--- src/rtl/demux_dispatch_ctrl.sv ---
// -----------------------------------------------------------------------------
// demux_dispatch_ctrl
//
// Purpose: accepts one source word at a time, holds it, and offers it to one of
// four destinations through a demux select. The destination is picked in
// round-robin order among the enabled ones. If the chosen destination stalls
// for TIMEOUT cycles, or is disabled while the word is pending, the word is
// retargeted to the next enabled destination. If every destination is disabled
// while a word is pending, the word is dropped.
//
// Ports:
//   clk           system clock (rising edge)
//   rst_n         asynchronous active-low reset
//   in_valid      source word available
//   in_data       source word [DW-1:0]
//   in_ready      controller accepts a word this cycle
//   dest_en       per-destination enable mask [3:0]
//   dest_ready    per-destination accept strobe [3:0]
//   sel           index of the current destination [1:0]
//   out_valid     one-hot valid, only bit sel can be set [3:0]
//   out_data      held word, common to all destinations [DW-1:0]
//   busy          a word is being held
//   retarget_cnt  saturating count of retargets [7:0]
// -----------------------------------------------------------------------------
module demux_dispatch_ctrl #(
  parameter int DW      = 8,
  parameter int TIMEOUT = 15
) (
  input  logic          clk,
  input  logic          rst_n,
  input  logic          in_valid,
  input  logic [DW-1:0] in_data,
  output logic          in_ready,
  input  logic [3:0]    dest_en,
  input  logic [3:0]    dest_ready,
  output logic [1:0]    sel,
  output logic [3:0]    out_valid,
  output logic [DW-1:0] out_data,
  output logic          busy,
  output logic [7:0]    retarget_cnt
);

  localparam logic [3:0] LP_TIMEOUT = 4'(TIMEOUT);

  typedef enum logic {
    ST_IDLE = 1'b0,
    ST_HOLD = 1'b1
  } state_t;

  state_t        r_state, w_state_nxt;
  logic [1:0]    r_sel, w_sel_nxt;
  logic [1:0]    r_ptr, w_ptr_nxt;
  logic [DW-1:0] r_hold, w_hold_nxt;
  logic [3:0]    r_stall, w_stall_nxt;
  logic [7:0]    r_rt_cnt, w_rt_cnt_nxt;

  logic [2:0]    w_acc_pick;
  logic [2:0]    w_rt_pick;
  logic [3:0]    w_stall_inc;
  logic          w_timeout;

  // Round-robin search: scans base+1, base+2, base+3 and, when incl_base is
  // set, finally base itself. Returns {found, index}. The loop runs from the
  // lowest priority candidate upward so the last hit wins.
  function automatic logic [2:0] f_pick(input logic [3:0] en,
                                        input logic [1:0] base,
                                        input logic       incl_base);
    logic [2:0] res;
    logic [1:0] idx;
    res = {1'b0, base};
    if (incl_base && en[base]) res = {1'b1, base};
    for (int k = 3; k >= 1; k--) begin
      idx = base + 2'(k);
      if (en[idx]) res = {1'b1, idx};
    end
    return res;
  endfunction

  function automatic logic [7:0] f_sat_inc(input logic [7:0] v);
    return (v == 8'hFF) ? v : v + 8'd1;
  endfunction

  assign w_acc_pick  = f_pick(dest_en, r_ptr, 1'b1);
  assign w_rt_pick   = f_pick(dest_en, r_sel, 1'b0);
  assign w_stall_inc = r_stall + 4'd1;
  // The stall count is compared one step ahead so the select moves exactly
  // after TIMEOUT stalled HOLD cycles.
  assign w_timeout   = (w_stall_inc == LP_TIMEOUT);

  always_ff @(posedge clk or negedge rst_n) begin
    if (!rst_n) begin
      r_state  <= ST_IDLE;
      r_sel    <= 2'b00;
      r_ptr    <= 2'b11;
      r_hold   <= '0;
      r_stall  <= 4'd0;
      r_rt_cnt <= 8'd0;
    end else begin
      r_state  <= w_state_nxt;
      r_sel    <= w_sel_nxt;
      r_ptr    <= w_ptr_nxt;
      r_hold   <= w_hold_nxt;
      r_stall  <= w_stall_nxt;
      r_rt_cnt <= w_rt_cnt_nxt;
    end
  end

  always_comb begin
    w_state_nxt  = r_state;
    w_sel_nxt    = r_sel;
    w_ptr_nxt    = r_ptr;
    w_hold_nxt   = r_hold;
    w_stall_nxt  = r_stall;
    w_rt_cnt_nxt = r_rt_cnt;
    case (r_state)
      ST_IDLE: begin
        // w_acc_pick[2] is set exactly when any destination is enabled.
        if (in_valid && w_acc_pick[2]) begin
          w_hold_nxt  = in_data;
          w_sel_nxt   = w_acc_pick[1:0];
          w_stall_nxt = 4'd0;
          w_state_nxt = ST_HOLD;
        end
      end
      ST_HOLD: begin
        if (dest_ready[r_sel]) begin
          // Completion wins over a coincident timeout.
          w_ptr_nxt   = r_sel;
          w_stall_nxt = 4'd0;
          w_state_nxt = ST_IDLE;
        end else if (dest_en == 4'b0000) begin
          // Nobody can take the word: drop it, leave ptr and counter alone.
          w_stall_nxt = 4'd0;
          w_state_nxt = ST_IDLE;
        end else if (!dest_en[r_sel] || w_timeout) begin
          // With no other destination enabled the select stays put, but the
          // retarget is still counted.
          if (w_rt_pick[2]) w_sel_nxt = w_rt_pick[1:0];
          w_stall_nxt  = 4'd0;
          w_rt_cnt_nxt = f_sat_inc(r_rt_cnt);
        end else begin
          w_stall_nxt = w_stall_inc;
        end
      end
      default: w_state_nxt = ST_IDLE;
    endcase
  end

  assign in_ready     = (r_state == ST_IDLE) && w_acc_pick[2];
  assign busy         = (r_state == ST_HOLD);
  assign out_valid    = (r_state == ST_HOLD) ? (4'b0001 << r_sel) : 4'b0000;
  assign out_data     = r_hold;
  assign sel          = r_sel;
  assign retarget_cnt = r_rt_cnt;

endmodule

--- config.mk ---
export PLATFORM = sky130hd
export DESIGN_NAME = demux_dispatch_ctrl
export DESIGN_NICKNAME = d
export VERILOG_FILES = /design/src/rtl/demux_dispatch_ctrl.sv
export SDC_FILE = /design/constraint.sdc
export NUM_CORES = 1
export LEC_CHECK = 0
export CAP_MARGIN = 20
export CORE_ASPECT_RATIO = 1.4
export CORE_MARGIN = 1
export CORE_UTILIZATION = 44
export CTS_BUF_LIST = sky130_fd_sc_hd__clkbuf_8 sky130_fd_sc_hd__clkbuf_16
export DETAILED_ROUTE_END_ITERATION = 8
export PLACE_DENSITY = 0.85
export SLEW_MARGIN = 15
export SYNTH_ARGS = -nofsm -noshare
export SYNTH_HDL_FRONTEND = slang
export SYNTH_SLANG_ARGS = --single-unit
--- constraint.sdc ---
create_clock -name clk -period 1.9 [get_ports clk]
set_clock_uncertainty 0.05 [all_clocks]
set_input_delay 0.475 -clock clk [delete_from_list [all_inputs] [get_ports clk]]
set_output_delay 0.475 -clock clk [all_outputs]
set_load 0.03 [all_outputs]
## Word level (Yosys, flattened, before mapping)

Index checks and enable logic that the tools add are counted.
Widths: inputs -> output; s select.

| word-level totals | value |
|---|---|
| bits in registers | 25 |
| output and inout bits | 24 |
| bits of input ports | 19 |

| cells by class | value |
|---|---|
| bitwise logic cells | 4 |
| magnitude comparators | 8 |
| shift-type cells | 1 |
| reductions and logical operators | 9 |
| equal/unequal tests | 8 |
| add/subtract/negate cells | 8 |
| multiplexer cells | 41 |

Operators by type and width:

| operator | number |
|---|---|
| $lt 2x3->1 const B | 8 |
| $mux 3 | 7 |
| $mux 4 | 5 |
| $bmux 1 s2 | 9 |
| $mux 1 | 12 |
| $mux 2 | 5 |
| $add 2x2->2 const B | 4 |
| $add 8x1->8 const B | 1 |
| $eq 8x8->1 const B | 1 |
| $pmux 4 s2 | 1 |
| $ne 2x2->1 const B | 3 |
| $reduce_and 6->1 | 1 |
| $reduce_and 5->1 | 1 |
| $add 2x1->2 const B | 2 |
| $add 4x1->4 const B | 1 |
| $eq 4x4->1 const B | 1 |
| $logic_not 4->1 | 1 |
| $ne 2x1->1 const B | 2 |
| $ne 4x1->1 const B | 1 |
| $not 1->1 | 4 |
| $pmux 2 s2 | 1 |
| $reduce_and 2->1 | 2 |
| $shl 1x2->4 const A | 1 |
| $logic_and 1x1->1 | 2 |
| other kinds (3) | 3 |

## Depth between registers and ports, before layout

| logic depth | value |
|---|---|
| depth after elaboration | 11 |
| gate-level depth with buffers | 8 |

## Worst setup path after synthesis

OpenSTA, ideal clock, no wires.

| timing | value |
|---|---|
| path type | register to register |
| start | register r_sel[1] (netlist: sel[1]) |
| end | register r_sel[0] (netlist: sel[0]) |
| arrival | 2070 ps |
| path buffers | 1 |
| path slack | -307 ps |
| cell stages (with the launch flop) | 9 |
| library setup time | 87 ps |
| data required time | 1763 ps |
| clock period less this slack | 2207 ps |
| cells stage by stage | dfrtp_1 > buf_2 > inv_1 > ha_1 > inv_1 > a2111oi_0 > o21ai_0 > a21o_1 > o211ai_1 |

| between the ends | value |
|---|---|
| longest elaborated chain between the ends | 10 |
| elaborated cells on any way between the ends | 28 |
| classes of those cells | add/sub: 3; eq/ne: 4; mux: 18; reduce/logical: 3 |

Ends and longest elaborated chain:

| item | RTL line | RTL |
|---|---|---|
| start, declared | 51 | `logic [1:0] r_sel, w_sel_nxt;` |
| start signal, assigned | 100 | `r_sel <= w_sel_nxt;` |
| $add 2x2->2 | 73 | `idx = base + 2'(k);` |
| $bmux 1 s2 | 74 | `if (en[idx]) res = {1'b1, idx};` |
| $mux 1 (not written as such) | 74 |  |
| $mux 3 (2 in a row) | 74 |  |
| $mux 2 | 138 | `if (w_rt_pick[2]) w_sel_nxt = w_rt_pick[1:0];` |
| $mux 2 | 135 | `end else if (!dest_en[r_sel] \|\| w_timeout) begin` |
| $mux 2 | 131 | `end else if (dest_en == 4'b0000) begin` |
| $mux 2 | 126 | `if (dest_ready[r_sel]) begin` |
| $pmux 2 s2 | 115 | `case (r_state)` |

Parallel ways exist; a longest one is shown, timed or not. The select of a mux whose other input is x is not followed.
A chain may end at the register's enable or synchronous reset.

## Worst setup path in the final report

| timing | value |
|---|---|
| start | register r_sel[0] (netlist: sel[0]) |
| end | output out_valid[3] |

| between the ends | value |
|---|---|
| longest elaborated chain between the ends | 2 |

Ends and longest elaborated chain:

| item | RTL line | RTL |
|---|---|---|
| $shl 1x2->4 | 151 | `assign out_valid = (r_state == ST_HOLD) ? (4'b0001 << r_sel) : 4'b0000;` |
| $mux 4 | 151 |  |
| end, declared | 37 | `output logic [3:0] out_valid,` |

Every way passes these cells.

==> flow_summary.toml <==
[yosys]
synth_cells = 179
syn_nets = 205
yosys_register_bits = 25
synth_mux_area_frac = 0.118
synth.distinct_cells = 44
synth_compound_area_frac = 0.158
synthArstFlopShare = 1.00
synth_top_family_by_area = "simple AND/OR/NAND/NOR gates"
syn_avg_cell_area_um2 = 9.50
netlist_area_um2 = 1700
yosysWarnings = 0
synthTopCellsByCount = "23 x dfrtp_1, 17 x nand2_1, 11 x nand3_1"
yosysMostFrequentCell = "dfrtp_1"
synth.top_cell.area_share = 0.338
yosysTopAreaCell = "dfrtp_1"
synthSimpleGateAreaFrac = 0.210
seq_area_frac_synth = 0.369
synth_area_leaders = "dfrtp_1 34%, mux2_2 6.6%, ha_1 5.2%, nand2_1 3.8%, nand3_1 3.2%"
synth_edf_count = 0
synthAdderAreaFrac = 0.0515
synth_xor_area_frac = 0.0361
synthFlopType = "dfrtp_1"

[cts]
cts_buffers = 3
postCtsHoldBufs = 0
root_buffer = "clkbuf_8"
clk_latency_ps = 260
cts_sinks = 25
clk_path_buf_depth = 2
cts_tree = "done"
cts.clk_slew.worst_paths_ps = 90
htree_levels = 1

[power_and_ir_drop]
p_seq_frac = 0.261
clockPowerShare = 0.087
p_comb_frac = 0.652
irDropWorstVdd_mv = 1.01
power.density_nw_per_um2 = 1500
leakage_nw = 1.07
finalPower_mw = 3.66
netSwitchingPower_mw = 1.64
swShare = 0.449
internal_power_mw = 2.02

[grt]
grt_max_degree = 26
grt_pass1_vias = 1478
grt_pass1_wl_mm = 6.28
grt_usage = 0.206
antenna_found_initial = 0
overflow = 0

[critical_path]
worstPathArrival_ps = 1330
critPathCaptureType = "output pin"
crit_path_max_fanout = 3
required_ps = 1370
start_kind = "register"
criticalPathCategory = "register to output pin"

[timing]
tightestPinTransition_ps = 391
fmax_mhz = 540
max_slew_margin = 0.732
fin_crit_sh = 0.974
rsz0062_at_grt = "yes"
fin_ws_ps = 49.7
min_period_ps = 1850
maxSlewViolCount = 0
hold_viol_final = 0
setup_viol = 0

[layout]
drive_above_1_share = 0.272
area_delta_synth_final_pct = 43.9
fin_nets = 270
num_antenna_cells = 0
layoutNonFillerInstCount = 285

[floorplanning]
coreArea_um2 = 3680
io_pins = 43
die_h_um = 75.6
die-area_um2 = 4120
start_util = 0.463
die_x_um = 54.5
rows = 26

[job]
drv_cap = 0

[worst_hold_path]
hold_class = "register to register"

[placed_design]
gp_congestion = 0.983
io_buffers = 42
dp_cells = 277
place_ws_ps = -514
dp.final_hpwl_mm = 2.89

[route]
wl_mm = 4.09
antenna_left = 0
drc = 0
first_iter_violations = 89
routedWlPerCell_um = 14.3
drt_pass1_iterations = 4
viasPerCell = 5.67
routed-via-count = 1615

[status]
status = "finished, final reports clean"
-- power groups by stage --
stage	sequential, mW	combinational [mW]	clock (mW)
2_1_floorplan	1.25	1.14	0
3_3_place_gp	0.987	2.19	0
3_5_place_dp	1.00	2.23	0
4_1_cts	0.962	2.31	0.326
5_1_grt	0.994	2.56	0.345
6_report	0.955	2.39	0.319
-- worst max-delay path, stage by stage (launching register included) --
cell and delay, ps:
dfrtp_2 440, buf_4 140, ha_1 170, and2_1 140, buf_4 160
-- cells in the final DEF (no fill, tap or decap), types with 2 or more instances in the layout --
cell type        netlist  layout
a21oi_1                9       8
a31oi_1                5       5
and2_1                 4       4
and3_1                 2       2
buf_4                  0      23
buf_6                  3      10
clkbuf_8               0       3
clkdlybuf4s15_1        0       4
clkdlybuf4s50_1        0      22
clkinvlp_4             0       2
dfrtp_1               23      21
dfrtp_2                0       2
dfstp_2                2       2
dlygate4sd2_1          0       7
dlymetal6s2s_1         0       4
ha_1                   7       6
inv_1                  7       5
mux2_2                10       9
mux2_4                 1       2
mux2i_1                5       4
nand2_1               17      17
nand2b_1               8       8
nand3_1               11      10
nand3_2                1       2
nand3b_1               2       2
nand4_1                2       2
nor2_1                 7       7
nor2b_1                5       5
nor3_1                 3       3
o211ai_1               3       3
o21ai_0                9       8
xnor2_1                5       5
xor2_1                 2       2
-- through the flow --
| step | cell area [um^2] | utilization | hold slack, ps | TNS (ps) |
|---|---|---|---|---|
| after global routing | 2450 | 0.666 | 486 | -19.0 |
| after CTS | 2390 | 0.650 | 467 | 0 |
| final | 2450 | 0.666 | 461 | 0 |
| after global placement | 2310 | 0.627 | 438 | -7980 |
| after floorplan | 1730 | - | 129 | -22.9 |
| after detailed placement | 2310 | 0.627 | 445 | -8420 |
-- registers in the layout, summed over array words and instances (netlist names) --
signal	count
r_stall	4
retarget_cnt	8
r_ptr	2
out_data	8
busy	1
sel	2
-- path summary, 6_finish.rpt --
| kind | startpoint | to | slack, ps | cells past startpoint |
|---|---|---|---|---|
| max reg2reg | sel[1] | sel[0] | 70 | 7 |
| max | sel[0] | out_valid[3] | 50 | 4 |
| min | out_data[1] | out_data[1] | 460 | 1 |
| min in group asynchronous | rst_n | out_data[0] | 520 | 2 |
| min reg2reg | out_data[1] | out_data[1] | 460 | 1 |
| max in group asynchronous | rst_n | r_ptr[0] | 990 | 2 |
-- cells by family after synthesis --
kind of cell               count (synthesis)
DFF                                       25
muxes                                     17
AOI/OAI and AO/OA                         40
adders and majority gates                  7
xor gates and xnor gates                   7
and+or+nand+nor                           65
buffers and inverters                     18
-- what timing repair did --
action                                  CTS  global route
resized for setup                        26            15
endpoints found under the setup margin   26            18
pin swaps                                 1             7
gates cloned                              0             0
setup buffers                             2             3
-- metal layers --
layer | routed length (um) | share of wire | GRT usage | vias to the layer above
li1 | - | - | - | 771
met1 | 1660 | 0.41 | 0.234 | 781
met2 | 2250 | 0.55 | 0.390 | 61
met3 | 163 | 0.040 | 0.0220 | 2
met4 | 20 | 0.0049 | 0.0627 | 0
met5 | 0 | 0 | 0 | -
-- area by class of cell --
cell class | instances | area [um^2]
sequential | 25 | 631
timing repair buffer | 71 | 662
fill | 298 | 1230
inverter | 7 | 30.0
tap | 42 | 52.6
clock buffer | 3 | 41.3
clock inverter | 1 | 7.51
multi-input combinational | 136 | 1020
Note: power is estimated with default switching activity, not from simulation.
